<file path="src/rtl/pwm_chan_seq.sv">
// pwm_chan_seq: per-channel PWM time-base sequencer (period counter, shadow loads, one-shot, waveform).
// Optional macro PWM_OS_REPEAT_EN: when defined, one-shot runs cfg_os_rpt+1 periods; otherwise exactly one.
`default_nettype none

module pwm_chan_seq #(
    parameter int CNT_W = 16,
    parameter int OS_W  = 8
) (
    input  logic             mclk,
    input  logic             h_reset,
    input  logic             cfg_pwm_enb,
    input  logic             cfg_pwm_run,
    input  logic             cfg_pwm_dupdate,
    input  logic             cfg_oneshot,
    input  logic             cfg_polarity,
    input  logic [OS_W-1:0]  cfg_os_rpt,
    input  logic [CNT_W-1:0] cfg_period,
    input  logic [CNT_W-1:0] cfg_compare,
    input  logic             cfg_ld_req,
    output logic             pwm_out,
    output logic             pwm_ovflow,
    output logic             pwm_os_done,
    output logic             ld_pend,
    output logic [CNT_W-1:0] cnt_val,
    output logic             busy
);

    localparam logic [2:0] S_IDLE = 3'd0;
    localparam logic [2:0] S_LOAD = 3'd1;
    localparam logic [2:0] S_RUN  = 3'd2;
    localparam logic [2:0] S_STOP = 3'd3;
    localparam logic [2:0] S_DONE = 3'd4;

    logic [2:0]       state_q, state_d;
    logic [CNT_W-1:0] cnt_q, cnt_d;
    logic [CNT_W-1:0] act_period_q, act_period_d;
    logic [CNT_W-1:0] act_compare_q, act_compare_d;
    logic             ld_pend_q, ld_pend_d;
    logic             ovflow_q, ovflow_d;
    logic             os_done_q, os_done_d;
    logic             out_q, out_d;

    logic w_counting;
    logic w_period_end;
    logic w_os_last;
    logic w_os_finish;

`ifdef PWM_OS_REPEAT_EN
    logic [OS_W-1:0] os_cnt_q, os_cnt_d;
    assign w_os_last = (os_cnt_q == cfg_os_rpt);
`else
    logic os_rpt_unused;
    assign os_rpt_unused = ^cfg_os_rpt;
    assign w_os_last     = 1'b1;
`endif

    assign w_counting   = (state_q == S_RUN) || (state_q == S_STOP);
    assign w_period_end = w_counting && (cnt_q == act_period_q);
    assign w_os_finish  = w_period_end && cfg_oneshot && w_os_last;

    always_ff @(posedge mclk or posedge h_reset) begin
        if (h_reset) begin
            state_q       <= S_IDLE;
            cnt_q         <= '0;
            act_period_q  <= '0;
            act_compare_q <= '0;
            ld_pend_q     <= 1'b0;
            ovflow_q      <= 1'b0;
            os_done_q     <= 1'b0;
            out_q         <= 1'b0;
`ifdef PWM_OS_REPEAT_EN
            os_cnt_q      <= '0;
`endif
        end else begin
            state_q       <= state_d;
            cnt_q         <= cnt_d;
            act_period_q  <= act_period_d;
            act_compare_q <= act_compare_d;
            ld_pend_q     <= ld_pend_d;
            ovflow_q      <= ovflow_d;
            os_done_q     <= os_done_d;
            out_q         <= out_d;
`ifdef PWM_OS_REPEAT_EN
            os_cnt_q      <= os_cnt_d;
`endif
        end
    end

    // Losing enable overrides every state; otherwise a dropped run finishes the current period.
    always_comb begin
        state_d = state_q;
        if (!cfg_pwm_enb) begin
            state_d = S_IDLE;
        end else begin
            case (state_q)
                S_IDLE: if (cfg_pwm_run) state_d = S_LOAD;
                S_LOAD: state_d = S_RUN;
                S_RUN: begin
                    if (w_period_end) begin
                        if (w_os_finish)       state_d = S_DONE;
                        else if (!cfg_pwm_run) state_d = S_IDLE;
                    end else if (!cfg_pwm_run) begin
                        state_d = S_STOP;
                    end
                end
                S_STOP: begin
                    if (w_period_end) begin
                        if (w_os_finish)      state_d = S_DONE;
                        else if (cfg_pwm_run) state_d = S_RUN;
                        else                  state_d = S_IDLE;
                    end else if (cfg_pwm_run) begin
                        state_d = S_RUN;
                    end
                end
                S_DONE: if (!cfg_pwm_run) state_d = S_IDLE;
                default: state_d = S_IDLE;
            endcase
        end
    end

    always_comb begin
        cnt_d         = '0;
        act_period_d  = act_period_q;
        act_compare_d = act_compare_q;
        ld_pend_d     = ld_pend_q | cfg_ld_req;
        ovflow_d      = 1'b0;
        os_done_d     = 1'b0;
        out_d         = cfg_polarity;
`ifdef PWM_OS_REPEAT_EN
        os_cnt_d      = os_cnt_q;
`endif
        if (cfg_pwm_enb) begin
            if (state_q == S_LOAD) begin
                act_period_d  = cfg_period;
                act_compare_d = cfg_compare;
                ld_pend_d     = 1'b0;
`ifdef PWM_OS_REPEAT_EN
                os_cnt_d      = '0;
`endif
            end else if (w_counting) begin
                out_d = (cnt_q < act_compare_q) ^ cfg_polarity;
                if (w_period_end) begin
                    ovflow_d  = 1'b1;
                    os_done_d = w_os_finish;
`ifdef PWM_OS_REPEAT_EN
                    if (cfg_oneshot) os_cnt_d = os_cnt_q + OS_W'(1);
`endif
                    if ((ld_pend_q | cfg_ld_req) && !cfg_pwm_dupdate) begin
                        act_period_d  = cfg_period;
                        act_compare_d = cfg_compare;
                        ld_pend_d     = 1'b0;
                    end
                end else begin
                    cnt_d = cnt_q + CNT_W'(1);
                end
            end
        end
    end

    assign pwm_out     = out_q;
    assign pwm_ovflow  = ovflow_q;
    assign pwm_os_done = os_done_q;
    assign ld_pend     = ld_pend_q;
    assign cnt_val     = cnt_q;
    assign busy        = (state_q != S_IDLE);

endmodule

`default_nettype wire

</file>
<file path="config.mk">
export PLATFORM = sky130hd
export DESIGN_NAME = pwm_chan_seq
export DESIGN_NICKNAME = d
export VERILOG_FILES = /design/src/rtl/pwm_chan_seq.sv
export SDC_FILE = /design/constraint.sdc
export NUM_CORES = 1
export LEC_CHECK = 0
export CAP_MARGIN = 20
export CORE_ASPECT_RATIO = 0.9
export CORE_MARGIN = 3
export CORE_UTILIZATION = 35
export CTS_CLUSTER_SIZE = 12
export DETAILED_ROUTE_END_ITERATION = 7
export DONT_BUFFER_PORTS = 1
export SLEW_MARGIN = 20
export SYNTH_ARGS = -nofsm -noshare
export SYNTH_HDL_FRONTEND = slang
export SYNTH_SLANG_ARGS = --single-unit
</file>
<file path="constraint.sdc">
create_clock -name mclk -period 2.14 [get_ports mclk]
set_clock_uncertainty 0.05 [all_clocks]
set_input_delay 0.642 -clock mclk [delete_from_list [all_inputs] [get_ports mclk]]
set_output_delay 0.642 -clock mclk [all_outputs]
set_load 0.01 [all_outputs]
</file>
==> summary.md, run 1 <==
| Metric | Value |
|---|---|
| Initial antenna violation count | `0` |
| CTS root buf | `clkbuf_8` |
| Layout fillers | `791` |
| Avg Cell Area, Syn | `11.84 sq um` |
| Simple-Gate Fraction of Synth Area | `14.37%` |
| GR Overflow Total | `0` |
| Max-cap violation count | `0` |
| Buf/Inv on CP | `1` |
| Initial Util | `36.34%` |
| Final Power | `0.002963 W` |
| Synth Cell Area | `2960 sq um` |
| Worst setup EP type | `flip-flop` |
| Dpl hpwl | `4.870 mm` |
| Final hold violation count | `0` |
| Fmax | `482.3 MHz` |
| Period Utilization, post-route | `96.89%` |
| Pin count of the biggest net entering global routing | `56` |
| DR DRC count | `0` |
| Commonest non-fill, non-tap cells in the layout | `54 x dfrtp_1, 30 x mux2_4, 26 x buf_4, 23 x nor2_1, 18 x inv_1` |
| Adder-cell area share of the yosys netlist | `6.762%` |
| Number of flops mapped to enable cells by yosys | `0` |
| Startpoint types | `flip-flop` |
| CP peak stage delay | `0.43 ns` |
| Synth Warn # | `0` |
| Xor/xnor share of the synthesized area | `9.172%` |
| DR vias/cell | `4.956` |
| Slowest-stage cell, CP | `dfrtp_1` |
| IO Pins | `69` |
| Critical path type | `reg2reg` |
| H-tree levels | `2` |
| Core ar. | `8145 sq um` |
| Buffers on Ports | `0` |
| Asr flop ratio synth | `100.0%` |
| Num rows | `31` |
| Clock Latency Late Sink | `0.30 ns` |
| Max FO, Critical Path | `12` |
| WL final | `6.582 mm` |
| Synth Flop Type | `dfrtp_1` |
| Post-Syn Nets | `314` |
| Unrepaired setup endpoints after global routing | `true` |
| First-pass iteration count of the detailed router | `4` |
| Post-layout nets | `348` |
| Clock transition at the registers of the reported paths | `0.09 ns` |
| WP data arrival | `2.22 ns` |
| Worst Max-Slew Pin Slew | `0.3411 ns` |
| TritonCTS Sinks | `55` |
| Synth Area in Compound Gates | `3.508%` |
| Worst vdd ir | `462.9 uV` |
| Status | `finished, final reports clean` |
| Critical path required time | `2.29 ns` |
| Tmin final | `2.074 ns` |
| N_diodes | `0` |
| ANT nets after route | `0` |
| DIE WIDTH | `102.9 um` |
| Slew HR | `77.05%` |
| Total die area | `9599 sq um` |
| Pwr/cell area | `857.4 nW/um^2` |
| 1st-iter DRT viols | `59` |
| Gate Count Post-Synth | `250` |
| Pins Over Slew Limit | `0` |
| Pleak | `1.695 nW` |
| GRT Total Usage | `13.78%` |
| HP Class | `in2async` |
| Area delta synth->final | `16.74%` |
| CTS Buf Count | `5` |
| CTS tree | `done` |
| Vias | `1898` |
| Clock Path Buffers | `2` |
| Crit path cell chain | `xnor2_1 -> nand4_1 -> or2_4 -> o31a_4 -> buf_12 -> mux2_4` |
| Final hold slack | `0.1982 ns` |
| Hold buffers post-CTS | `0` |
| Routed len/inst | `17.19 um` |
| Vias in the first global route | `1956` |
| Final setup viols | `0` |
| GPL Wtd Cong | `0.7514` |
| Die height | `93.25 um` |
| Mux share of post-synthesis cell area | `15.98%` |
| Layout cells sized above 1 | `28.17%` |
| Sequential fraction of the synthesis area | `46.49%` |
| Unique masters post-synth | `38` |
| Largest family of logic cells by synthesized area | `multiplexers` |
| R2r setup slk | `0.07 ns` |
| First-pass GRT wire length | `10.16 mm` |
| Crit path max-delay family | `simple AND/OR/NAND/NOR gates` |
| Commonest non-fill, non-tap cell in the layout | `dfrtp_1` |
| #FFs+latches synth | `55` |
[cells by family (layout without fill, tap and decap cells)]
| group | after synthesis | after routing |
|---|---|---|
| flops | 55 | 55 |
| xor+xnor | 31 | 31 |
| mux | 32 | 32 |
| buf+inv | 23 | 57 |
| compound gates | 15 | 15 |
| simple gates | 78 | 78 |
| fa+ha+maj | 16 | 16 |
[flip-flops by register name, indices dropped and copies added, names as in the netlist]
signal	count
act_compare_q	16
act_period_q	16
cnt_val	16
state_q	3
ld_pend	1
pwm_os_done	1
pwm_out	1
pwm_ovflow	1
[final timing paths]
path | from | end | cells after the start
max | act_period_q[11] | act_period_q[15] | 6
min | h_reset | pwm_out | 2
max reg2reg | act_period_q[11] | act_period_q[15] | 6
min reg2reg | act_compare_q[2] | act_compare_q[2] | 1
max in group asynchronous | h_reset | state_q[1] | 2
min in group mclk | cfg_polarity | pwm_out | 1
[timing repair]
action	in CTS	in global routing
gates resized for setup	0	5
buffers inserted	0	4
endpoints found under the setup margin	0	33
[cell type report]
| type | instances | area [sq um] | share of cell area (%) |
|---|---|---|---|
| sequential | 55 | 1378 | 39.86 |
| multi-input combinational | 172 | 1498 | 43.34 |
| clock inverter | 1 | 30.03 | 0.8689 |
| timing repair buffer | 31 | 282.8 | 8.182 |
| clock buffer | 6 | 72.57 | 2.100 |
| tap | 99 | 123.9 | 3.584 |
| inverter | 19 | 71.32 | 2.064 |
[per-layer routing]
layer	global-route usage, %	vias up	routed length (um)
met5	0	-	0
met4	3.236	0	53
met3	4.027	5	502
met2	21.47	46	2990
met1	18.85	917	3036
li1	-	930	-
[report_power, final]
| group | internal (W) | total (W) | switching (W) |
|---|---|---|---|
| Combinational | 0.000518 | 0.000835 | 0.000317 |
| Sequential | 0.00128 | 0.00146 | 0.000180 |
| Clock | 0.000344 | 0.000669 | 0.000326 |
| Total | 0.00214 | 0.00296 | 0.000822 |
[synth_stat cells, drive strengths merged, types with 4 or more instances]
library cell	n	share of area, %
nand4	7	1.5
mux2	32	16
nand3	11	2.0
nor3	6	1.0
dfrtp	55	46
nor2	23	2.9
buf	4	1.3
nor4	4	1.6
inv	19	2.4
xnor2	17	5.0
xor2	14	4.1
and3	5	1.1
nand2	9	1.1
ha	16	6.8
[worst reg2reg max path, cell delays in order, from the launching register on]
cell and delay (ns):
dfrtp_1 0.43, xnor2_1 0.18, nand4_1 0.15, or2_4 0.29, o31a_4 0.39, buf_12 0.17, mux2_4 0.31
[per-stage QoR]
stage	area [sq um]	util, %	std cells	TNS [ns]	worst slack, ns
after floorplan	2960	-	250	0	0.02965
after global placement	3259	40.02	370	0	0.01653
after detailed placement	3259	40.02	370	0	0.006357
after CTS	3362	41.28	377	0	0.005706
after global routing	3456	42.43	383	-0.2380	-0.01678
final	3456	42.43	383	0	0.06649
No activity file was read; power rests on OpenSTA's default activity.
==> run 2, diff against run 1 <==
Settings changed: RECOVER_POWER set to 25, SKIP_CTS_REPAIR_TIMING set to 1.
Clock period 2.14 ns to 1.8 ns, I/O delays scaled along.
==> run 2 against run 1 <==
  * The run now ends with setup timing left
  * Register-to-register slack worse by 0.35 ns
  * First-iteration DRC count grew 25%
  * Cell count is 5.0% higher
  * Fmax shrank 0.50%
  * Critical endpoint unchanged
  * Largest cell class unchanged
==> summary.md, run 2 (same netlist as run 1, synthesis figures left out) <==
| Metric | Value |
|---|---|
| Status | `finished, violations left` |
| Failing checks | `setup timing` |
| Commonest non-fill, non-tap cell in the layout | `dfrtp_1` |
| Total die area | `9599 sq um (unchanged)` |
| Crit path from | `act_period_q[7]` |
| Vias in the first global route | `1989 (+1.7%)` |
| DIE WIDTH | `102.9 um (unchanged)` |
| Reg2reg start | `act_period_q[7]` |
| Layout cells sized above 1 | `38.28% (+10 points)` |
| WP data arrival | `2.24 ns (+0.02 ns)` |
| Final WS setup | `-0.2839 ns (-0.3504 ns)` |
| Max FO, Critical Path | `8 (-4)` |
| Critical path required time | `1.95 ns (-0.34 ns)` |
| Buf/Inv on CP | `1 (unchanged)` |
| Slowest-stage cell, CP | `dfrtp_1` |
| Clock Latency Late Sink | `0.31 ns (about the same)` |
| Pwr/cell area | `979.7 nW/um^2 (+14%)` |
| Period Utilization, post-route | `115.8% (+19 points)` |
| Pin count of the biggest net entering global routing | `32 (-43%)` |
| Die height | `93.25 um (unchanged)` |
| 1st-iter DRT viols | `74 (+25%)` |
| Final hold violation count | `0 (unchanged)` |
| Commonest non-fill, non-tap cells in the layout | `47 x dfrtp_1, 41 x buf_4, 30 x mux2_4, 22 x nor2_1, 18 x inv_1` |
| CTS root buf | `clkbuf_8` |
| Unrepaired setup endpoints after global routing | `true` |
| Fmax | `479.9 MHz (-0.50%)` |
| CTS tree | `done` |
| Critical path type | `reg2reg` |
| Max-cap violation count | `0 (unchanged)` |
| HP Class | `in2async` |
| Worst Max-Slew Pin Slew | `0.8293 ns (+0.4883 ns)` |
| Buffers on Ports | `0 (unchanged)` |
| Clock transition at the registers of the reported paths | `0.10 ns (about the same)` |
| Placed Area | `3436 sq um (+5.4%)` |
| Pleak | `1.759 nW (+3.8%)` |
| GRT Total Usage | `13.87% (+0.089 points)` |
| Initial antenna violation count | `0 (unchanged)` |
| Crit path cell chain | `xnor2_1 -> nand4_1 -> or2_4 -> o31a_4 -> buf_4 -> mux2_4` |
| Routed len/inst | `16.42 um (-4.5%)` |
| Num rows | `31 (unchanged)` |
| R2R cell count | `6 (unchanged)` |
| First-pass iteration count of the detailed router | `4 (unchanged)` |
| GR Overflow Total | `0 (unchanged)` |
| Vias | `1971 (+3.8%)` |
| Pins Over Slew Limit | `0 (unchanged)` |
| Slew HR | `44.41% (-33 points)` |
| GPL Wtd Cong | `0.8215 (+9.3%)` |
| Crit path max-delay family | `simple AND/OR/NAND/NOR gates` |
| ANT nets after route | `0 (unchanged)` |
| Dpl hpwl | `4.960 mm (+1.9%)` |
| Core ar. | `8145 sq um (unchanged)` |
| Worst vdd ir | `597.0 uV (+29%)` |
| CTS Buf Count | `5 (unchanged)` |
| Worst setup EP type | `flip-flop` |
| TritonCTS Sinks | `55 (unchanged)` |
| Finished Cell Area | `3650 sq um (+5.6%)` |
| Startpoint types | `flip-flop` |
| Post-layout nets | `366 (+5.2%)` |
| DR vias/cell | `4.903 (-1.1%)` |
| N_diodes | `0 (unchanged)` |
| Final setup viols | `49 (+49)` |
| DR DRC count | `0 (unchanged)` |
| Initial Util | `36.34% (unchanged)` |
| Worst path depth | `6 (unchanged)` |
| H-tree levels | `2 (unchanged)` |
| Clock Path Buffers | `2 (unchanged)` |
| Setup TNS | `-10.24 ns (-10.24 ns)` |
| First-pass GRT wire length | `10.15 mm (about the same)` |
| Final Util | `44.81% (+2.4 points)` |
| CP peak stage delay | `0.41 ns (-0.02 ns)` |
| WL final | `6.600 mm (+0.27%)` |
| Area delta synth->final | `23.29%` |
| IO Pins | `69 (unchanged)` |
| Tmin final | `2.084 ns (+0.01040 ns)` |
run 2: cell type report:
type                       count  area [sq um]
clock buffer                   7         76.32
multi-input combinational    172          1578
clock inverter                 1         5.005
timing repair buffer          49         407.9
sequential                    55          1386
inverter                      19         72.57
tap                           99         123.9
fill                         766          4496
run 2: where the power goes:
part           total (W)  internal, W  switching [W]  leakage [nW]
clock           0.000669     0.000275       0.000394        0.0422
combinational    0.00119     0.000749       0.000437          1.04
sequential       0.00172      0.00152       0.000201         0.680
total            0.00358      0.00254        0.00103          1.76
run 2: worst paths after layout:
check	to	slack [ns]
worst max-delay path	act_period_q[15]	-0.28
worst min-delay path	act_period_q[9]	0.16
worst max register to register	act_period_q[15]	-0.28
worst min register to register	act_compare_q[3]	0.47
max in group asynchronous	cnt_val[12]	0.70
min in group mclk	pwm_out	0.26
run 2: stage by stage:
| stage | worst slack (ns) | hold slack (ns) | total power [W] | cells |
|---|---|---|---|---|
| finish | -0.2839 | 0.1637 | 0.003576 | 402 |
| global route | -0.3474 | 0.2124 | 0.003821 | 402 |
| global placement | -0.2689 | 0.3768 | 0.002820 | 390 |
| floorplan | -0.2082 | 0.4294 | 0.002499 | 250 |
| CTS | -0.3122 | 0.03512 | 0.003543 | 398 |
| detailed placement | -0.2829 | 0.3800 | 0.002853 | 390 |
run 2: metal layers:
| metal | wire, um | up-vias | part of all wire [%] | global-route usage, % |
|---|---|---|---|---|
| met2 | 3000 | 55 | 45 | 20.41 |
| met3 | 535 | 8 | 8.1 | 5.369 |
| met1 | 2989 | 946 | 45 | 18.94 |
| li1 | - | 962 | - | - |
| met5 | 0 | - | 0 | 0 |
| met4 | 74 | 0 | 1.1 | 3.883 |
run 2: worst register-to-register path: cells and delay by family, from the launching register on:
kind,cells,cell delay (ns)
compound gates,1,0.35
xor+xnor,1,0.18
buf+inv,1,0.19
flops,1,0.41
mux,1,0.31
simple gates,2,0.48
==> run 3, diff against run 2 <==
Settings changed: HOLD_SLACK_MARGIN set to 0.12, SKIP_CTS_REPAIR_TIMING 1 to not set.
Clock period 1.8 ns to 2.2 ns, I/O delays scaled along.
==> run 3 against run 2 <==
  * First-iteration DRC count fell by 6.8%
  * The flow now finishes without violations
  * Largest cell class unchanged
  * Cell count fell by 6.2%
  * Routed wire length fell by 6.5%
  * Register-to-register slack improved by 0.38 ns
  * Cell area fell by 8.8%
==> summary.md, run 3 (same netlist as run 1, synthesis figures left out) <==
| Metric | Value |
|---|---|
| Layout fillers | `769 (+0.39%)` |
| Layout cells sized above 1 | `25.90% (-12 points)` |
| Placed Instances | `368 (-5.6%)` |
| DR DRC count | `0 (unchanged)` |
| Slowest-stage cell, CP | `dfrtp_1` |
| Dpl hpwl | `4.803 mm (-3.2%)` |
| Vias | `1863 (-5.5%)` |
| Crit path max-delay family | `simple AND/OR/NAND/NOR gates` |
| Tmin final | `2.102 ns (+0.01854 ns)` |
| Total die area | `9599 sq um (unchanged)` |
| Fmax | `475.6 MHz (-0.88%)` |
| Pwr/cell area | `818.3 nW/um^2 (-16%)` |
| DIE WIDTH | `102.9 um (unchanged)` |
| Routed len/inst | `16.37 um (-0.32%)` |
| Hold buffers post-CTS | `0` |
| Setup TNS | `0 ns (+10.24 ns)` |
| GR Overflow Total | `0 (unchanged)` |
| Critical path required time | `2.34 ns (+0.39 ns)` |
| Final Util | `40.88% (-3.9 points)` |
| Core ar. | `8145 sq um (unchanged)` |
| First-pass iteration count of the detailed router | `4 (unchanged)` |
| Initial Util | `36.34% (unchanged)` |
| Max FO, Critical Path | `9 (+1)` |
| Commonest non-fill, non-tap cell in the layout | `dfrtp_1` |
| Commonest non-fill, non-tap cells in the layout | `55 x dfrtp_1, 30 x mux2_4, 23 x nor2_1, 23 x buf_4, 19 x inv_1` |
| GRT Total Usage | `13.58% (-0.28 points)` |
| Max-cap violation count | `0 (unchanged)` |
| WP data arrival | `2.24 ns (about the same)` |
| Status | `finished, final reports clean` |
| GPL Wtd Cong | `0.7754 (-5.6%)` |
| Vias in the first global route | `1881 (-5.4%)` |
| N_diodes | `0 (unchanged)` |
| CP peak stage delay | `0.43 ns (+0.02 ns)` |
| TritonCTS Sinks | `55 (unchanged)` |
| Die height | `93.25 um (unchanged)` |
| Initial antenna violation count | `0 (unchanged)` |
| H-tree levels | `2 (unchanged)` |
| HP Class | `in2reg` |
| Post-layout nets | `342 (-6.6%)` |
| Worst vdd ir | `450.5 uV (-25%)` |
| Area delta synth->final | `12.47%` |
| CTS Buf Count | `5 (unchanged)` |
| Crit path cell chain | `xor2_1 -> nor4_2 -> nand3_2 -> o31a_2 -> buf_4 -> mux2_4` |
| Final hold violation count | `0 (unchanged)` |
| Num rows | `31 (unchanged)` |
| Clock Path Buffers | `2 (unchanged)` |
| Final setup viols | `0 (-100%)` |
| Startpoint types | `flip-flop` |
| Finished Layout Cells | `377 (-6.2%)` |
| Worst setup EP type | `flip-flop` |
| Slew HR | `7.451% (-37 points)` |
| Period Utilization, post-route | `95.57% (-20 points)` |
| Clock Latency Late Sink | `0.31 ns (about the same)` |
| Worst Max-Slew Pin Slew | `1.388 ns (+0.5589 ns)` |
| Pleak | `1.620 nW (-7.9%)` |
| Unrepaired setup endpoints after global routing | `false` |
| First-pass GRT wire length | `9.963 mm (-1.8%)` |
| Clock transition at the registers of the reported paths | `0.10 ns (about the same)` |
| DR vias/cell | `4.942 (+0.79%)` |
| CTS root buf | `clkbuf_8` |
| CTS tree | `done` |
| IO Pins | `69 (unchanged)` |
| Pin count of the biggest net entering global routing | `56 (+75%)` |
| Critical path type | `reg2reg` |
| 1st-iter DRT viols | `69 (-6.8%)` |
| Pins Over Slew Limit | `0 (unchanged)` |
| Buf/Inv on CP | `1 (unchanged)` |
| Buffers on Ports | `0 (unchanged)` |
| WL final | `6.170 mm (-6.5%)` |
| ANT nets after route | `0 (unchanged)` |
==> run 3: changes by cell type in the layout (fill, tap and decap cells not counted), moves of 2 or more <==
| cell | previous run | this run |
|---|---|---|
| buf_6 | 5 | 0 |
| xnor2_1 | 15 | 17 |
| xnor2_2 | 2 | 0 |
| ha_4 | 3 | 0 |
| buf_4 | 41 | 23 |
| dfrtp_1 | 47 | 55 |
| clkbuf_1 | 3 | 0 |
| ha_1 | 13 | 16 |
| dfrtp_2 | 8 | 0 |
==> run 3: report_power, final <==
part	internal (W)	switching (W)
sequential	0.00124	0.000169
combinational	0.000477	0.000296
clock	0.000219	0.000319
total	0.00194	0.000784
==> run 3: worst paths after layout <==
| kind | startpoint | to | slack, ns | cells after the start |
|---|---|---|---|---|
| max | act_period_q[15] | act_period_q[2] | 0.1 | 6 |
| min | cfg_polarity | pwm_out | 0.39 | 1 |
| max reg2reg | act_period_q[15] | act_period_q[2] | 0.1 | 6 |
| min reg2reg | act_compare_q[8] | act_compare_q[8] | 0.47 | 1 |
| max in group asynchronous | h_reset | act_compare_q[8] | 0.60 | 2 |
| min in group asynchronous | h_reset | pwm_out | 0.64 | 2 |
==> run 3: routing by layer <==
metal	up-vias	track usage (%)	part of all wire, %
met1	897	19.44	46
met5	-	0	0
li1	913	-	-
met2	53	20.30	47
met3	0	3.952	7.6
met4	0	3.020	0
==> run 3: layout make-up <==
cell class | instances | area (sq um) | area share (%)
Clock inverter | 2 | 13.76 | 0.4134
Tap cell | 99 | 123.9 | 3.720
Sequential cell | 55 | 1376 | 41.34
Timing Repair Buffer | 25 | 197.7 | 5.938
Multi-Input combinational cell | 172 | 1478 | 44.38
Inverter | 19 | 71.32 | 2.142
Clock buffer | 5 | 68.82 | 2.067
==> run 3: stage by stage <==
stage / hold WS [ns] / setup slack, ns / cell area (sq um) / power (W)
after detailed placement: 0.4478 / 0.05749 / 3244 / 0.002195
after CTS: 0.2386 / 0.04566 / 3327 / 0.002751
after floorplan: 0.4294 / 0.08965 / 2960 / 0.002036
final: 0.3917 / 0.09754 / 3329 / 0.002724
after global placement: 0.4464 / 0.06558 / 3244 / 0.002174
after global routing: 0.3856 / 0.002118 / 3329 / 0.002913
==> run 3: repair_timing <==
| item | CTS | global route |
|---|---|---|
| setup buffers | 0 | 2 |
| gates resized for setup | 0 | 1 |
| endpoints found under the setup margin | 0 | 32 |
